$ cat src/rtl/id_ex_operand_stage.sv
// id_ex_operand_stage
//   ID/EX pipeline register plus the operand-select logic that feeds the ALU.
//   Captures decoded ID fields, resolves RAW hazards and raises a one-cycle
//   load-use stall while a bubble is injected into EX.
//
// Configuration macro: ID_EX_FWD_EN
//   defined   : MEM/WB forwarding muxes; load_use_stall covers loads in EX only.
//   undefined : no forwarding, operands come straight from the registered
//               read values; load_use_stall fires on any RAW against a
//               writing instruction in EX or MEM (WB is covered by the
//               register file's write-first behaviour).
module id_ex_operand_stage #(
  parameter int XLEN    = 32,
  parameter int RADDR_W = 5
) (
  input  logic               clk,
  input  logic               reset,
  input  logic               stall_i,
  input  logic               flush_i,
  input  logic               id_valid,
  input  logic [XLEN-1:0]    id_pc,
  input  logic [XLEN-1:0]    id_rs1_val,
  input  logic [XLEN-1:0]    id_rs2_val,
  input  logic [XLEN-1:0]    id_imm,
  input  logic [RADDR_W-1:0] id_rs1_addr,
  input  logic [RADDR_W-1:0] id_rs2_addr,
  input  logic [RADDR_W-1:0] id_rd_addr,
  input  logic [3:0]         id_alu_ctrl,
  input  logic               id_src_a_pc,
  input  logic               id_src_b_imm,
  input  logic               id_reg_write,
  input  logic               id_mem_read,
  input  logic [RADDR_W-1:0] mem_rd_addr,
  input  logic               mem_reg_write,
  input  logic [XLEN-1:0]    mem_result,
  input  logic [RADDR_W-1:0] wb_rd_addr,
  input  logic               wb_reg_write,
  input  logic [XLEN-1:0]    wb_result,
  output logic [XLEN-1:0]    alu_a,
  output logic [XLEN-1:0]    alu_b,
  output logic [3:0]         alu_ctrl,
  output logic [XLEN-1:0]    ex_store_data,
  output logic               ex_valid,
  output logic [RADDR_W-1:0] ex_rd_addr,
  output logic               ex_reg_write,
  output logic               ex_mem_read,
  output logic               load_use_stall
);

  localparam logic [RADDR_W-1:0] REG_X0 = {RADDR_W{1'b0}};

  // Registered ID/EX fields
  logic               valid_q,     valid_d;
  logic [XLEN-1:0]    pc_q,        pc_d;
  logic [XLEN-1:0]    rs1_val_q,   rs1_val_d;
  logic [XLEN-1:0]    rs2_val_q,   rs2_val_d;
  logic [XLEN-1:0]    imm_q,       imm_d;
  logic [RADDR_W-1:0] rs1_addr_q,  rs1_addr_d;
  logic [RADDR_W-1:0] rs2_addr_q,  rs2_addr_d;
  logic [RADDR_W-1:0] rd_addr_q,   rd_addr_d;
  logic [3:0]         alu_ctrl_q,  alu_ctrl_d;
  logic               src_a_pc_q,  src_a_pc_d;
  logic               src_b_imm_q, src_b_imm_d;
  logic               reg_write_q, reg_write_d;
  logic               mem_read_q,  mem_read_d;

  // Combinational hazard / operand signals
  logic               id_uses_ex_rd_s;
  logic               load_use_s;
  logic [XLEN-1:0]    fwd_rs1_s;
  logic [XLEN-1:0]    fwd_rs2_s;

  // A producer matches a source only when it writes a nonzero register.
  function automatic logic rd_hits_src(input logic               we,
                                       input logic [RADDR_W-1:0] rd,
                                       input logic [RADDR_W-1:0] src);
    return we && (rd != REG_X0) && (rd == src);
  endfunction

  // Does the instruction in ID read the register the EX instruction writes
  always_comb begin
    id_uses_ex_rd_s = 1'b0;
    if (rd_addr_q != REG_X0) begin
      id_uses_ex_rd_s = (id_rs1_addr == rd_addr_q) || (id_rs2_addr == rd_addr_q);
    end else begin
      id_uses_ex_rd_s = 1'b0;
    end
  end

`ifdef ID_EX_FWD_EN

  // Only a load in EX produces its value too late to be forwarded
  always_comb begin
    load_use_s = 1'b0;
    if (flush_i) begin
      load_use_s = 1'b0;
    end else begin
      load_use_s = valid_q && mem_read_q && id_valid && id_uses_ex_rd_s;
    end
  end

  // Forwarding muxes: MEM has priority over WB, x0 is never forwarded
  always_comb begin
    fwd_rs1_s = rs1_val_q;
    fwd_rs2_s = rs2_val_q;
    if (rd_hits_src(mem_reg_write, mem_rd_addr, rs1_addr_q)) begin
      fwd_rs1_s = mem_result;
    end else if (rd_hits_src(wb_reg_write, wb_rd_addr, rs1_addr_q)) begin
      fwd_rs1_s = wb_result;
    end else begin
      fwd_rs1_s = rs1_val_q;
    end
    if (rd_hits_src(mem_reg_write, mem_rd_addr, rs2_addr_q)) begin
      fwd_rs2_s = mem_result;
    end else if (rd_hits_src(wb_reg_write, wb_rd_addr, rs2_addr_q)) begin
      fwd_rs2_s = wb_result;
    end else begin
      fwd_rs2_s = rs2_val_q;
    end
  end

`else

  logic id_uses_mem_rd_s;
  logic unused_fwd_inputs_s;

  // Without forwarding the data paths of MEM/WB are not consumed here
  assign unused_fwd_inputs_s = ^{mem_result, wb_rd_addr, wb_reg_write, wb_result};

  // Any RAW against a writing instruction in EX or MEM must stall
  always_comb begin
    id_uses_mem_rd_s = 1'b0;
    load_use_s       = 1'b0;
    id_uses_mem_rd_s = rd_hits_src(mem_reg_write, mem_rd_addr, id_rs1_addr) ||
                       rd_hits_src(mem_reg_write, mem_rd_addr, id_rs2_addr);
    if (flush_i) begin
      load_use_s = 1'b0;
    end else begin
      load_use_s = id_valid &&
                   ((valid_q && reg_write_q && id_uses_ex_rd_s) || id_uses_mem_rd_s);
    end
  end

  // Operands come straight from the registered read values
  always_comb begin
    fwd_rs1_s = rs1_val_q;
    fwd_rs2_s = rs2_val_q;
  end

`endif

  // Next-state select: flush > stall (hold) > load-use bubble > capture
  always_comb begin
    valid_d     = valid_q;
    pc_d        = pc_q;
    rs1_val_d   = rs1_val_q;
    rs2_val_d   = rs2_val_q;
    imm_d       = imm_q;
    rs1_addr_d  = rs1_addr_q;
    rs2_addr_d  = rs2_addr_q;
    rd_addr_d   = rd_addr_q;
    alu_ctrl_d  = alu_ctrl_q;
    src_a_pc_d  = src_a_pc_q;
    src_b_imm_d = src_b_imm_q;
    reg_write_d = reg_write_q;
    mem_read_d  = mem_read_q;
    if (flush_i || (!stall_i && load_use_s)) begin
      // Bubble: everything cleared so the empty stage drives zero operands
      valid_d     = 1'b0;
      pc_d        = {XLEN{1'b0}};
      rs1_val_d   = {XLEN{1'b0}};
      rs2_val_d   = {XLEN{1'b0}};
      imm_d       = {XLEN{1'b0}};
      rs1_addr_d  = REG_X0;
      rs2_addr_d  = REG_X0;
      rd_addr_d   = REG_X0;
      alu_ctrl_d  = 4'b0000;
      src_a_pc_d  = 1'b0;
      src_b_imm_d = 1'b0;
      reg_write_d = 1'b0;
      mem_read_d  = 1'b0;
    end else if (stall_i) begin
      // Hold: defaults already keep the current contents
      valid_d     = valid_q;
    end else begin
      valid_d     = id_valid;
      pc_d        = id_pc;
      rs1_val_d   = id_rs1_val;
      rs2_val_d   = id_rs2_val;
      imm_d       = id_imm;
      rs1_addr_d  = id_rs1_addr;
      rs2_addr_d  = id_rs2_addr;
      rd_addr_d   = id_rd_addr;
      alu_ctrl_d  = id_alu_ctrl;
      src_a_pc_d  = id_src_a_pc;
      src_b_imm_d = id_src_b_imm;
      reg_write_d = id_reg_write;
      mem_read_d  = id_mem_read;
    end
  end

  // ID/EX register with synchronous reset
  always_ff @(posedge clk) begin
    if (reset) begin
      valid_q     <= 1'b0;
      pc_q        <= {XLEN{1'b0}};
      rs1_val_q   <= {XLEN{1'b0}};
      rs2_val_q   <= {XLEN{1'b0}};
      imm_q       <= {XLEN{1'b0}};
      rs1_addr_q  <= REG_X0;
      rs2_addr_q  <= REG_X0;
      rd_addr_q   <= REG_X0;
      alu_ctrl_q  <= 4'b0000;
      src_a_pc_q  <= 1'b0;
      src_b_imm_q <= 1'b0;
      reg_write_q <= 1'b0;
      mem_read_q  <= 1'b0;
    end else begin
      valid_q     <= valid_d;
      pc_q        <= pc_d;
      rs1_val_q   <= rs1_val_d;
      rs2_val_q   <= rs2_val_d;
      imm_q       <= imm_d;
      rs1_addr_q  <= rs1_addr_d;
      rs2_addr_q  <= rs2_addr_d;
      rd_addr_q   <= rd_addr_d;
      alu_ctrl_q  <= alu_ctrl_d;
      src_a_pc_q  <= src_a_pc_d;
      src_b_imm_q <= src_b_imm_d;
      reg_write_q <= reg_write_d;
      mem_read_q  <= mem_read_d;
    end
  end

  // Final ALU operand selection
  always_comb begin
    alu_a         = fwd_rs1_s;
    alu_b         = fwd_rs2_s;
    ex_store_data = fwd_rs2_s;
    if (src_a_pc_q) begin
      alu_a = pc_q;
    end else begin
      alu_a = fwd_rs1_s;
    end
    if (src_b_imm_q) begin
      alu_b = imm_q;
    end else begin
      alu_b = fwd_rs2_s;
    end
  end

  assign alu_ctrl       = alu_ctrl_q;
  assign ex_valid       = valid_q;
  assign ex_rd_addr     = rd_addr_q;
  assign ex_reg_write   = reg_write_q;
  assign ex_mem_read    = mem_read_q;
  assign load_use_stall = load_use_s;

endmodule

$ cat config.mk
export PLATFORM = sky130hd
export DESIGN_NAME = id_ex_operand_stage
export DESIGN_NICKNAME = d
export VERILOG_FILES = /design/src/rtl/id_ex_operand_stage.sv
export SDC_FILE = /design/constraint.sdc
export NUM_CORES = 1
export LEC_CHECK = 0
export ABC_AREA = 1
export BUFFER_PORTS_ARGS = -buffer_cell sky130_fd_sc_hd__buf_2
export CORE_ASPECT_RATIO = 0.5
export CORE_UTILIZATION = 45
export DETAILED_ROUTE_END_ITERATION = 10
export PLACE_DENSITY = 0.89
export SLEW_MARGIN = 40
export SYNTH_ARGS = -nofsm -noshare
export SYNTH_HDL_FRONTEND = slang
export SYNTH_SLANG_ARGS = --single-unit
$ cat constraint.sdc
create_clock -name clk -period 1.6 [get_ports clk]
set_input_delay 0.4 -clock clk [delete_from_list [all_inputs] [get_ports clk]]
set_output_delay 0.4 -clock clk [all_outputs]
set_load 0.01 [all_outputs]
Word-level counts from Yosys, hierarchy flattened
Index checks and enable logic that the tools add are counted.
{"block": "totals", "ff_bits": 142, "inputBits": 232, "out_inout_bits": 109, "elab_cells": 34}
{"block": "op_classes", "eq_ne": 4, "muxes": 4, "n_reduce_logical": 15}
{"cell": "32-bit 2-to-1 mux", "n": 2}
{"cell": "5-bit == test", "n": 4}
{"cell": "5-bit nonzero test", "n": 2}
{"cell": "1-bit logical AND", "n": 7}
{"cell": "1-bit logical OR", "n": 4}
{"cell": "1-bit 2-to-1 mux", "n": 2}
{"cell": "2-bit OR reduction", "n": 1}
{"cell": "1-bit zero test", "n": 1}

Depth between registers and ports, before layout
{"block": "depth", "depth_word": 10, "ltp_mapped": 13, "mapped_depth_nobuf": 11}

Worst setup path before layout
OpenSTA, ideal clock, no wires.
{"block": "synth_timing", "path_kind": "register to output", "start": "register rd_addr_q[4] (netlist: ex_rd_addr[4])", "end": "output load_use_stall", "arrival_ps": 1097, "required_time_ps": 1200, "path_slack_ps": 103, "stages_incl_launch_ff": 11, "cell_sequence": "dfxtp_1 > inv_1 > nand2_1 > nand2_1 > nor2_1 > nand3_1 > nand2_1 > nand2_1 > nand2_1 > nand2_1 > nor2_1"}
{"block": "synth_via", "elab_chain_len": 7}
{"item": "from (decl)", "line": "60", "text": "logic [RADDR_W-1:0] rd_addr_q, rd_addr_d;"}
{"item": "from (signal assigned)", "line": "226", "text": "rd_addr_q <= rd_addr_d;"}
{"item": "5-bit == test", "line": "84", "text": "id_uses_ex_rd_s = (id_rs1_addr == rd_addr_q) || (id_rs2_addr == rd_addr_q);"}
{"item": "1-bit logical OR", "line": "84"}
{"item": "1-bit 2-to-1 mux (*)", "line": "83", "text": "if (rd_addr_q != REG_X0) begin"}
{"item": "1-bit logical AND (*)", "line": "140", "text": "((valid_q && reg_write_q && id_uses_ex_rd_s) || id_uses_mem_rd_s);"}
{"item": "1-bit logical OR (*)", "line": "140"}
{"item": "1-bit logical AND (*)", "line": "139", "text": "load_use_s = id_valid &&"}
{"item": "1-bit 2-to-1 mux (*)", "line": "136", "text": "if (flush_i) begin"}
{"item": "to (decl)", "line": "47", "text": "output logic load_use_stall"}
Every way passes the cells marked *; elsewhere a longest branch is shown, timed or not.

Final worst setup path
{"block": "layout_timing", "start": "register rd_addr_q[3] (netlist: ex_rd_addr[3])", "end": "output load_use_stall"}
The elaborated chain is that of the path after synthesis.

==> results.md <==
- Outcome: finished, violations left
- Violated checks: setup timing
- Area growth syn-to-layout: 79.83%
- Hold Vio Cnt, Final: 0
- WL/cell: 23.14 um
- Detail Route Antenna Nets: 0
- Yosys Warn Count: 0
- Rel. slew slack: between 40% and 50%
- Final Max Tran Viols: 0
- Die Span Y: 84.91 um
- Clock power frac: between 40% and 50%
- Initial antenna violation count: 1
- Setup crit start: ex_rd_addr[3]
- Sequential area share after synthesis: between 40% and 50%
- DR vias: 7927
- Final WL: around 31000 um
- GR Overflow Total: 0
- FP Rows: 29
- Setup violators final: 207
- Fmax: 462.8 MHz
- TritonRoute pass-1 iters: 6
- Most common cell in the netlist: nand2_1
- Clock skew: ~0.0094 ns
- Peak supply drop: between 0.7 and 0.8 mV
- DR iter-0 viols: 840
- Drt drc: 0
- HPWL after DPL: ~12000 um
- Clock transition at path regs: 0.07 ns
- P per Cell Area: ~910 mW/mm2
- CTS tree: yes
- Area fraction of the dominant cell type after synthesis: 45.95%
- Crit. End Element: primary output
- Crit-path max cell delay: 0.40 ns
- I/O Pins: 341
- Layout cells sized above 1: between 50% and 60%
- Area of the multi-input gates: 0.004149 mm2
- Via/cell ratio: 5.902
- CP cell instances: inv_4, nand2_1, nand2_1, nor2_1, nand3_1, nand2_1, nand2_1, nand2_2, nand2_1, nor2_1, buf_2
- Fin crit share: 135.0%
- Die area: 0.01425 mm2
- LEAKAGE: 5.533 nW
- TritonCTS Buffers: 17
- Die Wd: ~170 um
- Psw: 2.909 mW
- FF+latch area: 0.002867 mm2
- Clk_lat worst skew: 0.42 ns
- Post-synth EDFFs: 0
- CP arrival: 1.76 ns
- GP Congestion: just over 0.9
- Hold Path Class: input pin to flip-flop
- Root Driver: clkbuf_16
- Seq pwr share: 37.5%
- Post-Syn Area: 0.006186 mm2
- Count of maximum capacitance violations: 0
- Hold Startpoint: id_imm[0]
- CP Data Required Time: 1.20 ns
- Number of synthesized register bits: about 140
- Most used flip-flop cell after synthesis: dfxtp_1
- Pin count of the biggest net entering global routing: 102
- Total track usage: about a third
- Internal cell power: 7.172 mW
- Crit path top cell by count: nand2_1
- Fraction of registers with async set/reset: 0%
- Final Util: 85.40%
- Input/output buffers: 270
- RSZ-0062 raised after global routing: yes
- Worst R2R Start: ex_rd_addr[1]
- Final-stage net count: 1390
- Leading cell types by count after synthesis: 183 x nand2_1, 155 x nor2_1, 142 x dfxtp_1
- CTS Buffer Depth: 2
- Crit path setup slack, layout: -0.5606 ns
- # hold bufs at CTS: 0
- Synth top area cells: dfxtp_1 46%, mux2i_1 12%, nand2_1 11%
- Post-synth top area cell: dfxtp_1
- Slew @ Worst Pin: 0.8467 ns
- CP Launch Type: flip-flop
- Avg Cell Area, Syn: 7.338 um2
- First-pass GRT wire length: 38010 um
- Vias in the first global route: 7505
- Core Area: about 0.013 mm2
- Syn Inst Count: about 840
- Critical path's slowest cell: dfxtp_4
- Tmin final: 2.161 ns
- Initial Util: 47.49%
- Syn Nets: 1075
- Critical path type: flip-flop to primary output
- H-Tree Depth: 4
- CP max FO: 5
- Fillers: approximately 570
- Netlist cell types: 17
- Final TNS setup: -60.70 ns
- Sw Share: 28.86%
- Combinational power share: 19.3%
- Total clock sinks: 142
==> power groups by stage <==
| stage | Sequential [mW] | Combinational (mW) | Clock [mW] |
|---|---|---|---|
| finish | 3.78 | 1.95 | 4.36 |
| global route | 3.78 | 2.04 | 4.51 |
| CTS | 3.75 | 1.59 | 4.30 |
| detailed placement | 3.82 | 1.06 | 0 |
| global placement | 3.81 | 1.03 | 0 |
| floorplan | 3.82 | 0.584 | 0 |
==> through the flow <==
stage / hold WS (ns) / total power, mW / worst slack (ns) / instances / area (um2)
after floorplan: 0.4787 / 4.409 / 0.1034 / 843 / 6186
after global placement: 0.4832 / 4.838 / -0.1479 / 1252 / 7799
after detailed placement: 0.4968 / 4.880 / -0.1800 / 1252 / 7799
after CTS: 0.2278 / 9.634 / -0.3959 / 1339 / 10400
after global routing: 0.2347 / 10.33 / -0.6378 / 1341 / 11120
final: 0.2364 / 10.08 / -0.5606 / 1343 / 11120
==> state kept, by name, summed over array words and instances (netlist names) <==
| name | cells |
|---|---|
| alu_ctrl | 4 |
| fwd_rs1_s | 32 |
| pc_q | 32 |
| ex_mem_read | 1 |
| src_b_imm_q | 1 |
| src_a_pc_q | 1 |
| imm_q | 32 |
| ex_rd_addr | 5 |
| ex_valid | 1 |
| ex_reg_write | 1 |
| ex_store_data | 32 |
==> cell usage in the layout (no fill, tap or decap), drive strengths merged <==
cell type  Yosys  routed
inv           89      93
bufbuf         0       1
buf           21     344
clkbuf        31      20
mux2i         72      72
nand3          7       7
o21ai        135     135
dfxtp        142     142
xnor2          4       4
clkinvlp       0       3
nand4          1       1
bufinv         0       4
xor2           1       1
nor3           1       1
nor2         155     155
nand2        184     184
clkinv         0       4
diode          0       2
==> per-layer routing <==
metal  vias to the layer above  GRT usage (%)  wire length, um
met3                       294          7.789             3091
met5                         -              0                0
li1                       3296              -                -
met4                         0          25.10             2794
met2                       723          61.55            14640
met1                      3614          36.65            10550
==> timing repair <==
| item | CTS | global route |
|---|---|---|
| setup buffers | 25 | 12 |
| resized for setup | 321 | 221 |
| gates cloned | 33 | 3 |
| endpoints found under the setup margin | 207 | 207 |
| pin swaps | 44 | 34 |
==> cell type report <==
type / count / area share [%]
clock inverter: 15 / 1.878
tap: 170 / 1.912
inverter: 89 / 3.026
timing repair buffer: 348 / 26.25
sequential: 142 / 25.77
antenna: 2 / 0.04499
multi-input combinational: 560 / 37.30
clock buffer: 17 / 3.824
==> worst max-delay path: cells and delay by family, from the launching register on <==
| kind | cells | cell delay, ns |
|---|---|---|
| AND/OR/NAND/NOR | 9 | 0.74 |
| flip-flops | 1 | 0.40 |
| buffers and inverters | 2 | 0.20 |
==> final timing paths <==
| check | depth (start not counted) | end | slack, ns |
|---|---|---|---|
| worst max register to register | 15 | pc_q[24] | -0.52 |
| worst max-delay path | 11 | load_use_stall | -0.56 |
| worst min-delay path | 3 | imm_q[0] | 0.24 |
| worst min register to register | 2 | imm_q[5] | 0.54 |
==> cells by family after synthesis <==
kind of cell | Yosys count | share of synthesized area, %
AND/OR/NAND/NOR | 348 | 21.36
flip-flops | 142 | 45.95
buffers and inverters | 141 | 9.405
AO/OA/AOI/OAI | 135 | 10.92
multiplexers | 72 | 11.65
XOR/XNOR | 5 | 0.7079
Note: power is estimated with default switching activity, not from simulation.
